**src/rtl/mem_arbiter_if.sv**
```systemverilog
// rtl/mem_arbiter_if.sv - fetch/data requester and word-bus signal bundle for mem_arbiter
interface mem_arbiter_if #(
  parameter int ADDR_W = 32,
  parameter int DATA_W = 32
);
  logic              if_req;
  logic [ADDR_W-1:0] if_addr;
  logic [DATA_W-1:0] if_rdata;
  logic              if_done;
  logic              flush;
  logic              mem_req;
  logic              mem_we;
  logic [ADDR_W-1:0] mem_addr;
  logic [DATA_W-1:0] mem_wdata;
  logic [3:0]        mem_sel;
  logic [DATA_W-1:0] mem_rdata;
  logic              mem_done;
  logic              bus_req;
  logic              bus_we;
  logic [ADDR_W-1:0] bus_addr;
  logic [DATA_W-1:0] bus_wdata;
  logic [3:0]        bus_sel;
  logic              bus_ack;
  logic [DATA_W-1:0] bus_rdata;
  logic              stallreq_if;
  logic              stallreq_mem;

  modport master (
    input  if_req, if_addr, flush, mem_req, mem_we, mem_addr, mem_wdata, mem_sel,
           bus_ack, bus_rdata,
    output if_rdata, if_done, mem_rdata, mem_done, bus_req, bus_we, bus_addr,
           bus_wdata, bus_sel, stallreq_if, stallreq_mem
  );

  modport slave (
    output if_req, if_addr, flush, mem_req, mem_we, mem_addr, mem_wdata, mem_sel,
           bus_ack, bus_rdata,
    input  if_rdata, if_done, mem_rdata, mem_done, bus_req, bus_we, bus_addr,
           bus_wdata, bus_sel, stallreq_if, stallreq_mem
  );
endinterface

```
**src/rtl/mem_arbiter.sv**
```systemverilog
// rtl/mem_arbiter.sv - single-port arbiter between instruction fetch and the MEM stage
module mem_arbiter #(
  parameter int ADDR_W     = 32,
  parameter int DATA_W     = 32,
  parameter int STARVE_MAX = 4
) (
  input logic           clk,
  input logic           rst,
  mem_arbiter_if.master arb
);
  localparam int SW = $clog2(STARVE_MAX + 1);
  localparam logic [SW-1:0] STREAK_MAX = SW'(STARVE_MAX);

  typedef enum logic [1:0] {IDLE, IF_BUSY, MEM_BUSY} state_t;

  state_t        state;
  logic          drop;
  logic [SW-1:0] streak;
  logic          if_win;

  // Data wins contention unless fetch has already been passed over STARVE_MAX times.
  assign if_win = arb.if_req && !arb.flush && (!arb.mem_req || streak == STREAK_MAX);

  assign arb.stallreq_if  = arb.if_req & ~arb.if_done;
  assign arb.stallreq_mem = arb.mem_req & ~arb.mem_done;

  always_ff @(posedge clk) begin
    if (!rst) begin
      state         <= IDLE;
      drop          <= 1'b0;
      streak        <= '0;
      arb.bus_req   <= 1'b0;
      arb.bus_we    <= 1'b0;
      arb.bus_addr  <= {ADDR_W{1'b0}};
      arb.bus_wdata <= {DATA_W{1'b0}};
      arb.bus_sel   <= 4'b0000;
      arb.if_done   <= 1'b0;
      arb.mem_done  <= 1'b0;
      arb.if_rdata  <= {DATA_W{1'b0}};
      arb.mem_rdata <= {DATA_W{1'b0}};
    end else begin
      arb.if_done  <= 1'b0;
      arb.mem_done <= 1'b0;
      case (state)
        IDLE: begin
          if (if_win) begin
            state        <= IF_BUSY;
            arb.bus_req  <= 1'b1;
            arb.bus_we   <= 1'b0;
            arb.bus_sel  <= 4'b1111;
            arb.bus_addr <= arb.if_addr;
            streak       <= '0;
          end else if (arb.mem_req) begin
            state         <= MEM_BUSY;
            arb.bus_req   <= 1'b1;
            arb.bus_we    <= arb.mem_we;
            arb.bus_sel   <= arb.mem_sel;
            arb.bus_addr  <= arb.mem_addr;
            arb.bus_wdata <= arb.mem_wdata;
            if (!arb.if_req)
              streak <= '0;
            else if (streak != STREAK_MAX)
              streak <= streak + 1'b1;
          end
        end
        IF_BUSY: begin
          if (arb.bus_ack) begin
            state       <= IDLE;
            arb.bus_req <= 1'b0;
            drop        <= 1'b0;
            // A flush coinciding with the ack squashes the result just like an earlier one.
            if (!drop && !arb.flush) begin
              arb.if_done  <= 1'b1;
              arb.if_rdata <= arb.bus_rdata;
            end
          end else if (arb.flush) begin
            drop <= 1'b1;
          end
        end
        MEM_BUSY: begin
          if (arb.bus_ack) begin
            state         <= IDLE;
            arb.bus_req   <= 1'b0;
            arb.mem_done  <= 1'b1;
            arb.mem_rdata <= arb.bus_rdata;
          end
        end
        default: state <= IDLE;
      endcase
    end
  end
endmodule

```
**src/flat_wrapper.sv**
```systemverilog
// flat-port wrapper written by rule: the top's interface ports become plain ports
module mem_arbiter_flat 
#(
  parameter int ADDR_W     = 32,
  parameter int DATA_W     = 32,
  parameter int STARVE_MAX = 4
)
  (clk, rst, arb_if_req, arb_if_addr, arb_flush, arb_mem_req, arb_mem_we, arb_mem_addr, arb_mem_wdata, arb_mem_sel, arb_bus_ack, arb_bus_rdata, arb_if_rdata, arb_if_done, arb_mem_rdata, arb_mem_done, arb_bus_req, arb_bus_we, arb_bus_addr, arb_bus_wdata, arb_bus_sel, arb_stallreq_if, arb_stallreq_mem);
  mem_arbiter_if #(.ADDR_W(ADDR_W), .DATA_W(DATA_W)) arb_i ();
  input logic clk;
  input logic rst;
  input wire logic [$bits(arb_i.if_req)-1:0] arb_if_req;
  input wire logic [$bits(arb_i.if_addr)-1:0] arb_if_addr;
  input wire logic [$bits(arb_i.flush)-1:0] arb_flush;
  input wire logic [$bits(arb_i.mem_req)-1:0] arb_mem_req;
  input wire logic [$bits(arb_i.mem_we)-1:0] arb_mem_we;
  input wire logic [$bits(arb_i.mem_addr)-1:0] arb_mem_addr;
  input wire logic [$bits(arb_i.mem_wdata)-1:0] arb_mem_wdata;
  input wire logic [$bits(arb_i.mem_sel)-1:0] arb_mem_sel;
  input wire logic [$bits(arb_i.bus_ack)-1:0] arb_bus_ack;
  input wire logic [$bits(arb_i.bus_rdata)-1:0] arb_bus_rdata;
  output wire logic [$bits(arb_i.if_rdata)-1:0] arb_if_rdata;
  output wire logic [$bits(arb_i.if_done)-1:0] arb_if_done;
  output wire logic [$bits(arb_i.mem_rdata)-1:0] arb_mem_rdata;
  output wire logic [$bits(arb_i.mem_done)-1:0] arb_mem_done;
  output wire logic [$bits(arb_i.bus_req)-1:0] arb_bus_req;
  output wire logic [$bits(arb_i.bus_we)-1:0] arb_bus_we;
  output wire logic [$bits(arb_i.bus_addr)-1:0] arb_bus_addr;
  output wire logic [$bits(arb_i.bus_wdata)-1:0] arb_bus_wdata;
  output wire logic [$bits(arb_i.bus_sel)-1:0] arb_bus_sel;
  output wire logic [$bits(arb_i.stallreq_if)-1:0] arb_stallreq_if;
  output wire logic [$bits(arb_i.stallreq_mem)-1:0] arb_stallreq_mem;
  assign arb_i.if_req = arb_if_req;
  assign arb_i.if_addr = arb_if_addr;
  assign arb_i.flush = arb_flush;
  assign arb_i.mem_req = arb_mem_req;
  assign arb_i.mem_we = arb_mem_we;
  assign arb_i.mem_addr = arb_mem_addr;
  assign arb_i.mem_wdata = arb_mem_wdata;
  assign arb_i.mem_sel = arb_mem_sel;
  assign arb_i.bus_ack = arb_bus_ack;
  assign arb_i.bus_rdata = arb_bus_rdata;
  assign arb_if_rdata = arb_i.if_rdata;
  assign arb_if_done = arb_i.if_done;
  assign arb_mem_rdata = arb_i.mem_rdata;
  assign arb_mem_done = arb_i.mem_done;
  assign arb_bus_req = arb_i.bus_req;
  assign arb_bus_we = arb_i.bus_we;
  assign arb_bus_addr = arb_i.bus_addr;
  assign arb_bus_wdata = arb_i.bus_wdata;
  assign arb_bus_sel = arb_i.bus_sel;
  assign arb_stallreq_if = arb_i.stallreq_if;
  assign arb_stallreq_mem = arb_i.stallreq_mem;
  mem_arbiter #(.ADDR_W(ADDR_W), .DATA_W(DATA_W), .STARVE_MAX(STARVE_MAX)) u_core (.clk(clk), .rst(rst), .arb(arb_i));
endmodule
```
**config.mk**
```make
export PLATFORM = sky130hd
export DESIGN_NAME = mem_arbiter_flat
export DESIGN_NICKNAME = d
export VERILOG_FILES = /design/src/rtl/mem_arbiter_if.sv /design/src/rtl/mem_arbiter.sv /design/src/flat_wrapper.sv
export SDC_FILE = /design/constraint.sdc
export NUM_CORES = 1
export LEC_CHECK = 0
export ABC_AREA = 1
export BUFFER_PORTS_ARGS = -buffer_cell sky130_fd_sc_hd__buf_4
export CORE_MARGIN = 4
export CORE_UTILIZATION = 46
export DETAILED_ROUTE_END_ITERATION = 8
export PLACE_DENSITY = 0.83
export SLEW_MARGIN = 20
export SYNTH_ARGS = -nofsm -noshare
export SYNTH_HDL_FRONTEND = slang
export SYNTH_SLANG_ARGS = --single-unit
```
**constraint.sdc**
```tcl
create_clock -name clk -period 1.9 [get_ports clk]
set_clock_uncertainty 0.2 [all_clocks]
set_input_delay 0.095 -clock clk [delete_from_list [all_inputs] [get_ports clk]]
set_output_delay 0.095 -clock clk [all_outputs]
set_load 0.01 [all_outputs]
```
==> flow_summary.yaml <==
outcome:
  status: "finished, final reports clean"
synthesis:
  synthTopCellsByCount: "nor2_1, nand2_1, dfxtp_1"
  yosys.area.top_type: "dfxtp_1"
  yosys-top-cells-area: "dfxtp_1, nor2_1, nand2_1, o21ai_0, inv_1"
  synth_top_area_share: 0.486
  yosysWarnings: 0
  ys_seq_area_frac: 0.486
  ys_ff_latch: 142
  synth_edf_count: 0
  synth_cell_types: 24
  synth_most_common_cell: "nor2_1"
  synthCells: 860
  async_flop_share: 0
  synth_area_um2: 5850
  syn-num-nets: 1005
  ys.flop_type: "dfxtp_1"
  syn_area_per_cell_um2: 6.80
grt:
  grt_antenna_before_repair: 8
  grt_pass1_wl_um: 35400
  grt_use_total: 0.307
  grt_overflow: 0
  grt_pass1_vias: 7192
  grt_max_degree: 65
final_layout:
  final_area_um2: 10200
  area_growth_pct: 74.6
  layout.nets: 1409
  register_area_um2: 2840
  postLayoutCoreUtil: 0.836
  multi_input_area_um2: 2460
  nFillCells: 680
  drive_gt1_frac: 0.263
pwr:
  p_per_area_nw_per_um2: 870
  power.total_uw: 8890
  p_leak_uw: 0.00532
  ir_drop_v: 0.000722
setup_path:
  worst_ep_arrival_time_ps: 2000
  cp-end-kind: "register"
  cp.required_ps: 2010
  critPathKind: "reg2reg"
  cp-start-kind: "register"
  reg2reg_depth: 8
  worst-path-max-fanout: 16
floorplanning:
  rows: 40
  dieWidth_um: 121
  die_h_um: 121
  core_area_um2: 12200
  ios: 277
  start_util: 0.479
  die_area_um2: 14600
timing:
  finalCriticalPeriod_ps: 1890
  maxSlewViolCount: 0
  holdWs_ps: 254
  hold_violations: 0
  fmax_mhz: 528
  max_slew_margin: 0.707
  post-route-period-util: 0.996
  setup_viol: 0
  tightest_slew_ps: 440
route:
  wl_per_cell_um: 16.3
  drtIter0Drc: 638
  routed_wl_um: 23600
  vias: 7237
  postRouteAntennaNets: 0
  firstDrtPassIters: 7
  vias_per_cell: 4.98
  drc_errors: 0
cts:
  cts_buffer_depth: 2
  cts_made_buffers: 17
  clkLatencyLatePin_ps: 410
  cts_tree: "built"
  clk_pin_slew_ps: 60
  cts_sinks: 142
  cts.htree.levels: 4
  root_buffer: "clkbuf_16"
placement:
  place_congestion: 0.843
  place.detailed.hpwl_um: 12400
  place_area_um2: 8070
  portBuffers: 276
min_path:
  hold_path_depth: 4
  hp-class: "in2reg"
job:
  cap_violations: 0
layout make-up:
class,count,share of cell area
Antenna cell,9,0.00220
Clock buffer,20,0.0447
Clock inverter,12,0.0179
Inverter,84,0.0311
Multi-Input combinational cell,588,0.241
Sequential cell,142,0.278
Tap cell,168,0.0206
Timing Repair Buffer,431,0.364
placed cells by master (no fill, tap or decap), types with 2 or more instances in the layout:
cell,Yosys,routed
buf_4,7,283
nor2_1,280,280
nand2_1,183,182
dfxtp_1,142,142
dlygate4sd3_1,0,138
inv_1,82,82
o21ai_0,65,65
nand3_1,36,36
clkbuf_16,0,20
diode_2,0,9
ha_1,6,5
buf_12,0,5
nand2_2,3,4
a21oi_1,4,4
o21ai_1,4,4
bufinv_16,0,4
clkinvlp_4,0,3
inv_6,0,3
clkbuf_8,0,2
through the flow:
stage | cells | worst slack (ps) | TNS, ps
floorplan | 860 | 240 | 0
global placement | 1271 | 105 | 0
detailed placement | 1271 | 65.0 | 0
CTS | 1441 | 58.8 | 0
global route | 1453 | -76.0 | -96.3
finish | 1454 | 7.24 | 0
cells by family (layout without fill, tap and decap cells):
group,count (synthesis),count (layout),synth area share
AOI/OAI and AO/OA,75,75,0.0657
other,0,9,0
adders and majority gates,6,6,0.0128
and+or+nand+nor,507,507,0.340
buffers and inverters,130,547,0.0952
DFF,142,142,0.486
worst paths after layout:
kind / start / end / slack, ps
worst max-delay path: u_core.state[0]$_SDFFE_PN0P_ / u_core.arb.bus_addr[12]$_SDFFE_PN0P_ / 7
worst min-delay path: arb_mem_sel[0] / u_core.arb.bus_sel[0]$_SDFFE_PN0P_ / 250
worst min register to register: u_core.arb.mem_rdata[5]$_SDFFE_PN0P_ / u_core.arb.mem_rdata[5]$_SDFFE_PN0P_ / 280
worst max register to register: u_core.state[0]$_SDFFE_PN0P_ / u_core.arb.bus_addr[12]$_SDFFE_PN0P_ / 7
metal layers:
metal  wire length [µm]  GRT usage
met5                  0          0
met4               1570      0.215
met3               1860     0.0921
met1               7920      0.307
met2              12300      0.543
what timing repair did:
action	4_1_cts	5_1_grt
endpoints found under the hold margin	141	0
gates resized for setup	0	4
setup buffers	0	1
hold buffers	138	0
endpoints found under the setup margin	0	39
critical path, stage by stage (launching register included):
cell,delay (ps)
dfxtp_1,340
inv_1,100
ha_2,250
a21boi_4,280
buf_4,170
clkbuf_16,170
nand3_1,150
nand2_1,100
inv_1,40
registers in the layout (all words and copies together) (netlist names):
name / cells
u_core.arb.bus_req: 1
u_core.streak: 3
u_core.arb.mem_rdata: 32
u_core.arb.if_done: 1
u_core.state: 2
u_core.arb.bus_sel: 4
u_core.arb.mem_done: 1
u_core.arb.if_rdata: 32
u_core.drop: 1
u_core.arb.bus_addr: 32
u_core.arb.bus_we: 1
u_core.arb.bus_wdata: 32
where the power goes:
part           leakage (µW)  total, µW  internal (µW)  switching (µW)
combinational       0.00385       1930            978             953
clock              0.000304       3590           2280            1310
sequential          0.00117       3360           3220             142
total               0.00532       8890           6480            2410
Note: power is estimated with default switching activity, not from simulation.
